$ cat src/rtl/mc_ctrl_pkg.sv
// ============================================================
// mc_ctrl_pkg: shared encodings for the multicycle ARM control unit
// Revision: 1.0
// ============================================================
`default_nettype none

package mc_ctrl_pkg;

  typedef enum logic [3:0] {
    S_FETCH   = 4'd0,
    S_DECODE  = 4'd1,
    S_MEMADR  = 4'd2,
    S_MEMRD   = 4'd3,
    S_MEMWB   = 4'd4,
    S_MEMWR   = 4'd5,
    S_EXECR   = 4'd6,
    S_EXECI   = 4'd7,
    S_ALUWB   = 4'd8,
    S_BRANCH  = 4'd9,
    S_MULWAIT = 4'd10
  } state_e;

  localparam logic [3:0] CMD_AND = 4'b0000;
  localparam logic [3:0] CMD_EOR = 4'b0001;
  localparam logic [3:0] CMD_SUB = 4'b0010;
  localparam logic [3:0] CMD_ADD = 4'b0100;
  localparam logic [3:0] CMD_CMP = 4'b1010;
  localparam logic [3:0] CMD_ORR = 4'b1100;

  localparam logic [2:0] ALU_ADD = 3'b000;
  localparam logic [2:0] ALU_SUB = 3'b001;
  localparam logic [2:0] ALU_AND = 3'b010;
  localparam logic [2:0] ALU_ORR = 3'b011;
  localparam logic [2:0] ALU_EOR = 3'b100;
  localparam logic [2:0] ALU_MUL = 3'b101;

  localparam logic [1:0] RES_ALUOUT = 2'b00;
  localparam logic [1:0] RES_DATA   = 2'b01;
  localparam logic [1:0] RES_ALURES = 2'b10;

  localparam logic [1:0] SRCB_RD2  = 2'b00;
  localparam logic [1:0] SRCB_IMM  = 2'b01;
  localparam logic [1:0] SRCB_FOUR = 2'b10;

  localparam logic [1:0] OP_DP  = 2'b00;
  localparam logic [1:0] OP_MEM = 2'b01;
  localparam logic [1:0] OP_BR  = 2'b10;

  localparam logic [3:0] COND_EQ = 4'b0000;
  localparam logic [3:0] COND_NE = 4'b0001;
  localparam logic [3:0] COND_CS = 4'b0010;
  localparam logic [3:0] COND_CC = 4'b0011;
  localparam logic [3:0] COND_MI = 4'b0100;
  localparam logic [3:0] COND_PL = 4'b0101;
  localparam logic [3:0] COND_VS = 4'b0110;
  localparam logic [3:0] COND_VC = 4'b0111;
  localparam logic [3:0] COND_HI = 4'b1000;
  localparam logic [3:0] COND_LS = 4'b1001;
  localparam logic [3:0] COND_GE = 4'b1010;
  localparam logic [3:0] COND_LT = 4'b1011;
  localparam logic [3:0] COND_GT = 4'b1100;
  localparam logic [3:0] COND_LE = 4'b1101;
  localparam logic [3:0] COND_AL = 4'b1110;

  // Without the wide encoding EOR has no code of its own and falls back to AND.
  function automatic logic [2:0] alu_decode(input logic [3:0] cmd, input logic has_ext);
    logic [2:0] code;
    code = ALU_ADD;
    case (cmd)
      CMD_ADD:          code = ALU_ADD;
      CMD_SUB, CMD_CMP: code = ALU_SUB;
      CMD_AND:          code = ALU_AND;
      CMD_ORR:          code = ALU_ORR;
      CMD_EOR:          code = has_ext ? ALU_EOR : ALU_AND;
      default:          code = ALU_ADD;
    endcase
    return code;
  endfunction

endpackage

`default_nettype wire

$ cat src/rtl/mc_cond_unit.sv
// ============================================================
// mc_cond_unit: NZCV flag register, one-cycle flag buffer and CondEx table
// Revision: 1.0
// ============================================================
`default_nettype none

module mc_cond_unit
  import mc_ctrl_pkg::*;
(
  input  logic       clk,
  input  logic       Reset,
  input  logic [3:0] Cond_i,
  input  logic [3:0] ALUFlags_i,
  input  logic       FlagW_i,
  output logic       CondEx_o
);

  logic [3:0] flags_q;
  logic [3:0] flagbuf_q;
  logic       w_n, w_z, w_c, w_v;

  // flagbuf_q always holds the ALU flags of the previous cycle, i.e. of the execute state.
  always_ff @(posedge clk or posedge Reset) begin
    if (Reset) begin
      flags_q   <= 4'b0000;
      flagbuf_q <= 4'b0000;
    end else begin
      flagbuf_q <= ALUFlags_i;
      if (FlagW_i) flags_q <= flagbuf_q;
    end
  end

  assign {w_n, w_z, w_c, w_v} = flags_q;

  always_comb begin
    CondEx_o = 1'b0;
    case (Cond_i)
      COND_EQ: CondEx_o = w_z;
      COND_NE: CondEx_o = ~w_z;
      COND_CS: CondEx_o = w_c;
      COND_CC: CondEx_o = ~w_c;
      COND_MI: CondEx_o = w_n;
      COND_PL: CondEx_o = ~w_n;
      COND_VS: CondEx_o = w_v;
      COND_VC: CondEx_o = ~w_v;
      COND_HI: CondEx_o = w_c & ~w_z;
      COND_LS: CondEx_o = ~w_c | w_z;
      COND_GE: CondEx_o = (w_n == w_v);
      COND_LT: CondEx_o = (w_n != w_v);
      COND_GT: CondEx_o = ~w_z & (w_n == w_v);
      COND_LE: CondEx_o = w_z | (w_n != w_v);
      COND_AL: CondEx_o = 1'b1;
      default: CondEx_o = 1'b0;
    endcase
  end

endmodule

`default_nettype wire

$ cat src/rtl/mc_ctrl_fsm_p.sv
// ============================================================
// mc_ctrl_fsm_p: parametrised multicycle ARM controller (FSM, ALU decode, flags)
// Revision: 1.0
// ============================================================
`default_nettype none

module mc_ctrl_fsm_p
  import mc_ctrl_pkg::*;
#(
  parameter int ALUCTRL_W  = 2,
  parameter int MUL_CYCLES = 4,
  parameter int CNT_W      = 4
) (
  input  logic                 clk,
  input  logic                 Reset,
  input  logic [3:0]           Cond_i,
  input  logic [3:0]           ALUFlags_i,
  input  logic [1:0]           Op_i,
  input  logic [5:0]           Funct_i,
  input  logic [3:0]           Rd_i,
  input  logic                 IsMul_i,
  input  logic                 MemReady_i,
  output logic                 PCWrite_o,
  output logic                 RegWrite_o,
  output logic                 MemWrite_o,
  output logic                 IRWrite_o,
  output logic                 AdrSrc_o,
  output logic [1:0]           ResultSrc_o,
  output logic                 ALUSrcA_o,
  output logic [1:0]           ALUSrcB_o,
  output logic [1:0]           ImmSrc_o,
  output logic [1:0]           RegSrc_o,
  output logic [ALUCTRL_W-1:0] ALUCtrl_o,
  output logic                 MemReq_o,
  output logic [3:0]           State_o
);

  localparam bit              HAS_EXT  = (ALUCTRL_W >= 3);
  localparam logic [CNT_W-1:0] MUL_LOAD = CNT_W'(MUL_CYCLES - 1);

  state_e           state_q, state_d;
  logic [CNT_W-1:0] mulcnt_q, mulcnt_d;

  logic       w_condex, w_flagw, w_is_cmp;
  logic [3:0] w_cmd;
  logic [2:0] w_alu_dp;
  logic       w_pcw, w_rw, w_mw, w_irw, w_mreq;
  logic [2:0] w_alu;

  assign w_cmd    = Funct_i[4:1];
  assign w_is_cmp = (w_cmd == CMD_CMP);
  assign w_alu_dp = alu_decode(w_cmd, HAS_EXT);
  assign w_flagw  = (state_q == S_ALUWB) & w_condex & (Funct_i[0] | w_is_cmp);

  mc_cond_unit u_cond (
    .clk        (clk),
    .Reset      (Reset),
    .Cond_i     (Cond_i),
    .ALUFlags_i (ALUFlags_i),
    .FlagW_i    (w_flagw),
    .CondEx_o   (w_condex)
  );

  always_ff @(posedge clk or posedge Reset) begin
    if (Reset) begin
      state_q  <= S_FETCH;
      mulcnt_q <= '0;
    end else begin
      state_q  <= state_d;
      mulcnt_q <= mulcnt_d;
    end
  end

  always_comb begin
    state_d     = state_q;
    mulcnt_d    = mulcnt_q;
    w_pcw       = 1'b0;
    w_rw        = 1'b0;
    w_mw        = 1'b0;
    w_irw       = 1'b0;
    w_mreq      = 1'b0;
    AdrSrc_o    = 1'b0;
    ResultSrc_o = RES_ALUOUT;
    ALUSrcA_o   = 1'b0;
    ALUSrcB_o   = SRCB_RD2;
    w_alu       = ALU_ADD;
    case (state_q)
      S_FETCH: begin
        w_mreq      = 1'b1;
        ALUSrcA_o   = 1'b1;
        ALUSrcB_o   = SRCB_FOUR;
        ResultSrc_o = RES_ALURES;
        if (MemReady_i) begin
          w_irw   = 1'b1;
          w_pcw   = 1'b1;
          state_d = S_DECODE;
        end
      end
      S_DECODE: begin
        ALUSrcA_o   = 1'b1;
        ALUSrcB_o   = SRCB_FOUR;
        ResultSrc_o = RES_ALURES;
        if (Op_i == OP_MEM)                             state_d = S_MEMADR;
        else if (Op_i == OP_BR)                         state_d = S_BRANCH;
        else if (Op_i == OP_DP && Funct_i[5])           state_d = S_EXECI;
        else if (Op_i == OP_DP && IsMul_i && HAS_EXT) begin
          state_d  = S_MULWAIT;
          mulcnt_d = MUL_LOAD;
        end else                                        state_d = S_EXECR;
      end
      S_MEMADR: begin
        ALUSrcB_o = SRCB_IMM;
        state_d   = Funct_i[0] ? S_MEMRD : S_MEMWR;
      end
      S_MEMRD: begin
        w_mreq   = 1'b1;
        AdrSrc_o = 1'b1;
        if (MemReady_i) state_d = S_MEMWB;
      end
      S_MEMWR: begin
        AdrSrc_o = 1'b1;
        // A store whose condition fails never issues a memory request.
        if (!w_condex) begin
          state_d = S_FETCH;
        end else begin
          w_mreq = 1'b1;
          w_mw   = 1'b1;
          if (MemReady_i) state_d = S_FETCH;
        end
      end
      S_MEMWB: begin
        ResultSrc_o = RES_DATA;
        w_rw        = w_condex;
        state_d     = S_FETCH;
      end
      S_EXECR: begin
        w_alu   = w_alu_dp;
        state_d = S_ALUWB;
      end
      S_EXECI: begin
        ALUSrcB_o = SRCB_IMM;
        w_alu     = w_alu_dp;
        state_d   = S_ALUWB;
      end
      S_MULWAIT: begin
        w_alu = ALU_MUL;
        if (mulcnt_q == '0) state_d  = S_ALUWB;
        else                mulcnt_d = mulcnt_q - CNT_W'(1);
      end
      S_ALUWB: begin
        w_alu   = w_alu_dp;
        w_rw    = w_condex & ~w_is_cmp;
        w_pcw   = w_condex & ~w_is_cmp & (Rd_i == 4'd15);
        state_d = S_FETCH;
      end
      S_BRANCH: begin
        ALUSrcB_o   = SRCB_IMM;
        ResultSrc_o = RES_ALURES;
        w_pcw       = w_condex;
        state_d     = S_FETCH;
      end
      default: state_d = S_FETCH;
    endcase
  end

  // Enables are forced low while Reset is high, even though FETCH itself requests memory.
  assign PCWrite_o  = w_pcw  & ~Reset;
  assign RegWrite_o = w_rw   & ~Reset;
  assign MemWrite_o = w_mw   & ~Reset;
  assign IRWrite_o  = w_irw  & ~Reset;
  assign MemReq_o   = w_mreq & ~Reset;

  assign ALUCtrl_o = ALUCTRL_W'(w_alu);
  assign ImmSrc_o  = Op_i;
  assign RegSrc_o  = {Op_i == OP_MEM, Op_i == OP_BR};
  assign State_o   = state_q;

endmodule

`default_nettype wire
$ cat config.mk
export PLATFORM = sky130hd
export DESIGN_NAME = mc_ctrl_fsm_p
export DESIGN_NICKNAME = d
export VERILOG_FILES = /design/src/rtl/mc_ctrl_pkg.sv /design/src/rtl/mc_cond_unit.sv /design/src/rtl/mc_ctrl_fsm_p.sv
export SDC_FILE = /design/constraint.sdc
export NUM_CORES = 1
export LEC_CHECK = 0
export CAP_MARGIN = 20
export CORE_MARGIN = 2
export CORE_UTILIZATION = 25
export CTS_CLUSTER_SIZE = 24
export DETAILED_ROUTE_END_ITERATION = 6
export PLACE_DENSITY_LB_ADDON = 0.12
export SLEW_MARGIN = 30
export SYNTH_ARGS = -nofsm -noshare
export SYNTH_HDL_FRONTEND = slang
export SYNTH_SLANG_ARGS = --single-unit
$ cat constraint.sdc
create_clock -name clk -period 5.32 [get_ports clk]
set_input_delay 0.798 -clock clk [delete_from_list [all_inputs] [get_ports clk]]
set_output_delay 0.798 -clock clk [all_outputs]
set_load 0.05 [all_outputs]
## Word level (Yosys, flattened, before mapping)

Index checks and enable logic that the tools add are counted.

| word-level totals | value |
|---|---|
| register bits | 16 |
| bits in latches | 0 |
| RAM bits | 0 |
| ROM bits | 0 |
| input port bits | 24 |
| output and inout bits | 21 |
| word-level logic and storage cells | 104 |
| memories | 0 |

| operators by class | value |
|---|---|
| add/sub/neg operators | 1 |
| multipliers | 0 |
| div/mod/pow operators | 0 |
| $lt $le $gt $ge | 0 |
| eq/ne operators | 37 |
| shifts and indexed selects | 0 |
| muxes and demuxes | 24 |
| bitwise operators | 21 |
| reduce and logical (&&, ||, !) cells | 17 |

Operator list:

| cell | number |
|---|---|
| 4-bit equality test (second input constant) | 13 |
| 4-bit by 3-bit equality test with 1-bit output (second input constant) | 8 |
| 4-bit two-way mux | 7 |
| 4-bit one-hot mux with 7 select lines | 1 |
| 4-bit by 2-bit equality test with 1-bit output (second input constant) | 5 |
| 4-bit logical NOT | 4 |
| 1-bit one-hot mux with 15 select lines | 1 |
| 4-bit by 1-bit equality test with 1-bit output (second input constant) | 3 |
| 2-bit one-hot mux with 2 select lines | 3 |
| 2-bit OR reduction | 6 |
| 1-bit AND | 11 |
| 3-bit OR reduction | 3 |
| 1-bit two-way mux | 7 |
| 1-bit inverter | 7 |
| 2-bit != test (second input constant) | 3 |
| 2-bit one-hot mux with 3 select lines | 1 |
| 1-bit one-hot mux with 2 select lines | 2 |
| 4-bit AND reduction | 1 |
| 4-bit by 1-bit subtractor with 4-bit output (second input constant) | 1 |
| 3-bit two-way mux | 1 |
| 3-bit != test (second input constant) | 1 |
| 1-bit bitwise OR | 3 |
| 1-bit one-hot mux with 3 select lines | 1 |
| 2-bit by 1-bit equality test with 1-bit output (second input constant) | 1 |
| other kinds (6) | 6 |

## Depth between registers and ports, before layout

| logic depth | value |
|---|---|
| depth in word-level cells | 7 |
| depth in mapped cells | 7 |
| gate-level depth less buffers | 7 |

## Hierarchy

Synthesis repeated with hierarchy kept, for this count alone.

| unflattened totals | value |
|---|---|
| cell total of the unflattened synthesis | 141 |
| area total of the unflattened synthesis | 1,277.5 µm² |

Modules (own cells, without submodules):

| module | times used | cells each | area an instance (µm²) | sequential area each (µm²) |
|---|---|---|---|---|
| mc_ctrl_fsm_p | 1 | 103 | 835.8 | 200.2 |
| mc_cond_unit | 1 | 38 | 441.7 | 200.2 |

## Worst setup path before layout

OpenSTA, ideal clock, no wires.

| timing path | value |
|---|---|
| kind | flip-flop to output port |
| start | register state_q[2], in the netlist State_o[2] |
| end | output port PCWrite_o |
| arrival time | 2,905 ps |
| data required time | 4,522 ps |
| path slack | 1,617 ps |
| cell stages (with the launch flop) | 7 |
| path buffers | 2 |
| cell sequence | dfrtp_1 > clkbuf_1 > or2_2 > clkbuf_1 > nor2_1 > nand2_1 > a21oi_1 |

| on the way | value |
|---|---|
| cells in the longest elaborated chain, start to end | 3 |
| elaborated cells between the ends (all ways) | 5 |
| those cells by class | eq/ne: 2; mux: 1; bitwise: 1; reduce/logical: 1 |

RTL lines:

| item | RTL line | RTL |
|---|---|---|
| start, declared | mc_ctrl_fsm_p.sv:41 | `state_e state_q, state_d;` |
| start signal, assigned | mc_ctrl_fsm_p.sv:69 | `state_q <= state_d;` |
| 4-bit equality test or 4-bit logical NOT (tied branches) | mc_ctrl_fsm_p.sv:87 | `case (state_q)` |
| 1-bit one-hot mux with 3 select lines * | mc_ctrl_fsm_p.sv:87 |  |
| 1-bit AND * | mc_ctrl_fsm_p.sv:167 | `assign PCWrite_o = w_pcw & ~Reset;` |
| end, declared | mc_ctrl_fsm_p.sv:23 | `output logic PCWrite_o,` |

Mark *: on every way between the ends. The rest lies on a longest branch, timed or not.

## Final worst setup path

| timing path | value |
|---|---|
| start | input port Cond_i[3] |
| end | output port MemReq_o |

| on the way | value |
|---|---|
| cells in the longest elaborated chain, start to end | 5 |
| elaborated cells between the ends (all ways) | 19 |
| those cells by class | eq/ne: 14; mux: 3; bitwise: 1; reduce/logical: 1 |

RTL lines:

| item | RTL line | RTL |
|---|---|---|
| start, declared | mc_ctrl_fsm_p.sv:16 | `input logic [3:0] Cond_i,` |
| 4-bit equality test (tied with other cells) | mc_cond_unit.sv:37 | `case (Cond_i)` |
| 1-bit one-hot mux with 15 select lines * | mc_cond_unit.sv:37 |  |
| 1-bit two-way mux * | mc_ctrl_fsm_p.sv:123 | `if (!w_condex) begin` |
| 1-bit one-hot mux with 2 select lines * | mc_ctrl_fsm_p.sv:87 |  |
| 1-bit AND * | mc_ctrl_fsm_p.sv:171 | `assign MemReq_o = w_mreq & ~Reset;` |
| end, declared | mc_ctrl_fsm_p.sv:34 | `output logic MemReq_o,` |

Marks and branches as above.

==> impl_results.html <==
<table>
<tr><th>Metric</th><th>Value</th></tr>
<tr><th colspan="2">Synthesis</th></tr>
<tr><td>Cell types with the highest counts after synthesis</td><td>sky130_fd_sc_hd__nor2_1 (17), sky130_fd_sc_hd__dfrtp_1 (16), sky130_fd_sc_hd__nand2_1 (13)</td></tr>
<tr><td>Number of register bits inferred by synthesis</td><td>16</td></tr>
<tr><td>Post-synth top area share</td><td>30.53%</td></tr>
<tr><td>Synthesized Nets</td><td>179</td></tr>
<tr><td>Number of warning messages in the yosys log</td><td>0</td></tr>
<tr><td>Cells taking the most area after synthesis</td><td>sky130_fd_sc_hd__dfrtp_1 (31%), sky130_fd_sc_hd__nor2_1 (4.9%), sky130_fd_sc_hd__ha_1 (4.8%), sky130_fd_sc_hd__mux2_4 (4.6%), sky130_fd_sc_hd__nand2_1 (3.7%)</td></tr>
<tr><td>Combined area of all synthesized cells</td><td>1311 um^2</td></tr>
<tr><td>Distinct cell type count after synthesis</td><td>47</td></tr>
<tr><td>Fraction of registers with async set or reset after synthesis</td><td>100.0%</td></tr>
<tr><td>Count leader, synth</td><td>sky130_fd_sc_hd__nor2_1</td></tr>
<tr><td>Top cell type by total area after synthesis</td><td>sky130_fd_sc_hd__dfrtp_1</td></tr>
<tr><td>Proportion of synthesized chip area in sequential cells</td><td>30.53%</td></tr>
<tr><td>Dominant register cell in the synthesized netlist</td><td>sky130_fd_sc_hd__dfrtp_1</td></tr>
<tr><td>Average footprint of a synthesized cell</td><td>8.742 um^2</td></tr>
<tr><td>Number of enable flip-flop cells after synthesis</td><td>0</td></tr>
<tr><td>Number of standard cells after synthesis</td><td>150</td></tr>
<tr><th colspan="2">Timing</th></tr>
<tr><td>Setup-failing EPs final</td><td>0</td></tr>
<tr><td>Final hold slack</td><td>0.4773 ns</td></tr>
<tr><td>Period utilisation layout</td><td>86.52%</td></tr>
<tr><td>Final sum of negative setup slack</td><td>0 ns</td></tr>
<tr><td>Slew HR</td><td>61.41%</td></tr>
<tr><td>Clock period minus worst slack</td><td>4.603 ns</td></tr>
<tr><td>Clock skew after layout</td><td>0.0009082 ns</td></tr>
<tr><td>Final Hold Fails</td><td>0</td></tr>
<tr><td>Least-Margin Pin Slew</td><td>0.5782 ns</td></tr>
<tr><td>Achievable clock frequency</td><td>0.2173 GHz</td></tr>
<tr><td>Number of pins exceeding their max-slew limit in the final report</td><td>0</td></tr>
<tr><td>Unrepaired setup endpoints after global routing</td><td>no</td></tr>
<tr><th colspan="2">CTS</th></tr>
<tr><td>Clock transition at the register clock pins on the worst setup and hold paths after CTS</td><td>0.06 ns</td></tr>
<tr><td>Clock tree from TritonCTS</td><td>done</td></tr>
<tr><td>Clock insertion delay at the later pin of the skew report</td><td>0.24 ns</td></tr>
<tr><td>CTS Root Buffer Type</td><td>sky130_fd_sc_hd__clkbuf_8</td></tr>
<tr><td>Postcts setup bufs</td><td>0</td></tr>
<tr><td>Largest buffer count on any clock path</td><td>2</td></tr>
<tr><td>Depth of the CTS H-tree</td><td>1</td></tr>
<tr><td>CTS Hold Bufs</td><td>0</td></tr>
<tr><td>Number of buffers created by CTS</td><td>3</td></tr>
<tr><td>Number of clock sinks seen by CTS</td><td>16</td></tr>
<tr><td>Number of resized instances in the post-cts repair step</td><td>0</td></tr>
<tr><th colspan="2">Global routing</th></tr>
<tr><td>First-pass GRT wire length</td><td>5547 um</td></tr>
<tr><td>Met1 track demand over resource in global routing</td><td>14.04%</td></tr>
<tr><td>GR Util All Layers</td><td>11.45%</td></tr>
<tr><td>Met2 GRT Util</td><td>19.91%</td></tr>
<tr><td>Final global-route overflow total</td><td>0</td></tr>
<tr><td>Met3 track demand over resource</td><td>2.370%</td></tr>
<tr><td>Global routing's busiest layer</td><td>met2</td></tr>
<tr><td>Largest net degree at the start of global routing</td><td>17</td></tr>
<tr><td>Via count of the first global-routing pass</td><td>1221</td></tr>
<tr><td>Antenna violations before repair</td><td>0</td></tr>
<tr><th colspan="2">Die</th></tr>
<tr><td>Horiz. Die Dim</td><td>76.42 um</td></tr>
<tr><td># IOs</td><td>45</td></tr>
<tr><td>Die area</td><td>5840 um^2</td></tr>
<tr><td># rows</td><td>26</td></tr>
<tr><td>Die extent in y</td><td>76.42 um</td></tr>
<tr><td>Core footprint</td><td>5075 um^2</td></tr>
<tr><td>Starting Density</td><td>25.84%</td></tr>
<tr><th colspan="2">Pwr</th></tr>
<tr><td>Worst voltage drop across the vdd grid</td><td>0.3292 mV</td></tr>
<tr><td>P per Cell Area</td><td>470.2 nW/um^2</td></tr>
<tr><td>Leakage power</td><td>0.7237 nW</td></tr>
<tr><td>Power consumption</td><td>0.8577 mW</td></tr>
<tr><th colspan="2">Critical path</th></tr>
<tr><td>Endpoint of the worst-slack reg-to-reg timing path</td><td>u_cond.flags_q[2]</td></tr>
<tr><td>Crit path max fanout</td><td>9</td></tr>
<tr><td>Worst EP required</td><td>4.52 ns</td></tr>
<tr><td>Startpoint of the worst register-to-register path</td><td>u_cond.flags_q[0]</td></tr>
<tr><td>Setup slack, reg-to-reg</td><td>3.14 ns</td></tr>
<tr><td>Depth of the most critical reg-to-reg path</td><td>6</td></tr>
<tr><td>CP endpoint kind</td><td>output port</td></tr>
<tr><td>Critical Path AT</td><td>3.80 ns</td></tr>
<tr><td>Critical setup path kind</td><td>in -&gt; out</td></tr>
<tr><td>Setup crit start kind</td><td>primary input</td></tr>
<tr><th colspan="2">Status</th></tr>
<tr><td>Status</td><td>completed</td></tr>
<tr><th colspan="2">Cells and area</th></tr>
<tr><td>Final core utilization</td><td>35.95%</td></tr>
<tr><td>Antenna diode count</td><td>0</td></tr>
<tr><td>Net count of the finished layout</td><td>218</td></tr>
<tr><td>Area overhead of the layout relative to synthesis</td><td>39.12%</td></tr>
<tr><td>Post-layout instance count excluding filler cells</td><td>257</td></tr>
<tr><td>Proportion of layout cells with a drive suffix above 1</td><td>10.70%</td></tr>
<tr><th colspan="2">Placed design</th></tr>
<tr><td>I/O Buffers</td><td>43</td></tr>
<tr><td>Final weighted congestion of routability-driven global placement</td><td>0.8016</td></tr>
<tr><td>Detailed-placement wirelength estimate</td><td>2517 um</td></tr>
<tr><td>Number of placed instances with taps included</td><td>254</td></tr>
<tr><th colspan="2">Detailed routing</th></tr>
<tr><td>Routed vias</td><td>1196</td></tr>
<tr><td>Pre-Repair DR Iteration Count</td><td>4</td></tr>
<tr><td>First DRT Iteration DRCs</td><td>25</td></tr>
<tr><td>DR DRC count</td><td>0</td></tr>
<tr><td>Remaining number of nets flagged by the antenna check after routing</td><td>0</td></tr>
<tr><td>Detailed-route vias per instance</td><td>4.654</td></tr>
<tr><td>Average wire per standard cell</td><td>12.75 um</td></tr>
<tr><td>Wirelength, routed</td><td>3276 um</td></tr>
<tr><th colspan="2">Hold path</th></tr>
<tr><td>Type of the tightest min-delay check</td><td>reg -&gt; reg</td></tr>
<tr><td>Destination of the worst hold path</td><td>u_cond.flags_q[3]</td></tr>
<tr><td>Hold path depth</td><td>1</td></tr>
<tr><td>Beginning of the worst hold path</td><td>u_cond.flagbuf_q[3]</td></tr>
<tr><th colspan="2">Flow run</th></tr>
<tr><td># Max-Cap Violations</td><td>0</td></tr>
</table>
## through the flow
step,setup slack [ns],area [um^2]
after global routing,0.5548,1824
final,0.7171,1824
after detailed placement,0.7022,1783
after floorplan,1.617,1311
after global placement,0.7621,1783
after CTS,0.6923,1824
## layout by cell type (no fill, tap or decap), types with 2 or more instances in the layout
cell	count
sky130_fd_sc_hd__inv_1	8
sky130_fd_sc_hd__o21ai_1	2
sky130_fd_sc_hd__mux2_4	4
sky130_fd_sc_hd__a31oi_2	2
sky130_fd_sc_hd__xnor2_1	4
sky130_fd_sc_hd__nand4bb_1	2
sky130_fd_sc_hd__nand2b_1	6
sky130_fd_sc_hd__clkdlybuf4s50_1	43
sky130_fd_sc_hd__nor2_1	17
sky130_fd_sc_hd__o31ai_1	3
sky130_fd_sc_hd__o21ai_0	7
sky130_fd_sc_hd__dfrtp_1	16
sky130_fd_sc_hd__nor3_1	5
sky130_fd_sc_hd__xor2_1	2
sky130_fd_sc_hd__nand3b_1	2
sky130_fd_sc_hd__clkbuf_8	3
sky130_fd_sc_hd__nor3b_1	3
sky130_fd_sc_hd__nand2_1	13
sky130_fd_sc_hd__nor2b_1	6
sky130_fd_sc_hd__a21oi_1	9
sky130_fd_sc_hd__ha_1	5
## how the worst max path moves through the flow
stage / start / depth (start not counted) / slack, ns / end
after floorplan: State_o[2] / 6 / 1.62 / PCWrite_o
after global placement: Cond_i[0] / 7 / 0.76 / MemReq_o
after detailed placement: Cond_i[0] / 7 / 0.70 / MemReq_o
after CTS: Cond_i[0] / 7 / 0.69 / MemReq_o
after global routing: Cond_i[0] / 8 / 0.55 / MemReq_o
final: Cond_i[3] / 8 / 0.72 / MemReq_o
## where the power goes
| group | switching [mW] | total [mW] | internal [mW] |
|---|---|---|---|
| Sequential | 0.0701 | 0.220 | 0.150 |
| Combinational | 0.337 | 0.553 | 0.216 |
| Clock | 0.0350 | 0.0849 | 0.0500 |
## area by class of cell
cell class	instances	area, um^2
Fill cell	535	3251
Timing Repair Buffer	43	430.4
Inverter	8	30.03
Tap cell	70	87.58
Clock buffer	3	41.29
Multi-Input combinational cell	117	834.6
Sequential cell	16	400.4
## worst max-delay path, stage by stage
cell                              delay [ns]
sky130_fd_sc_hd__clkdlybuf4s50_1        0.57
sky130_fd_sc_hd__and2_4                 0.26
sky130_fd_sc_hd__nor4b_1                0.26
sky130_fd_sc_hd__o311a_1                0.27
sky130_fd_sc_hd__nor4_4                 0.08
sky130_fd_sc_hd__or4b_4                 0.58
sky130_fd_sc_hd__a21oi_2                0.16
sky130_fd_sc_hd__clkdlybuf4s50_1        0.82
## kinds of logic after synthesis
group / count (synthesis) / share of synthesized area (%)
AOI/OAI and AO/OA: 34 / 19.56
xor gates and xnor gates: 6 / 4.008
adders and majority gates: 5 / 4.771
buffers and inverters: 17 / 5.820
DFF: 16 / 30.53
muxes: 5 / 5.439
and+or+nand+nor: 67 / 29.87
## sequential cells by signal, summed over array words and instances (netlist names)
signal	cells
State_o	4
u_cond.flags_q	4
u_cond.flagbuf_q	4
mulcnt_q	4
## layer usage
metal  up-vias  wire length (um)
met3         2               139
met2        38              1602
met4         0                16
li1        602                 -
met5         -                 0
met1       554              1518
(Power assumes the default switching activity.)
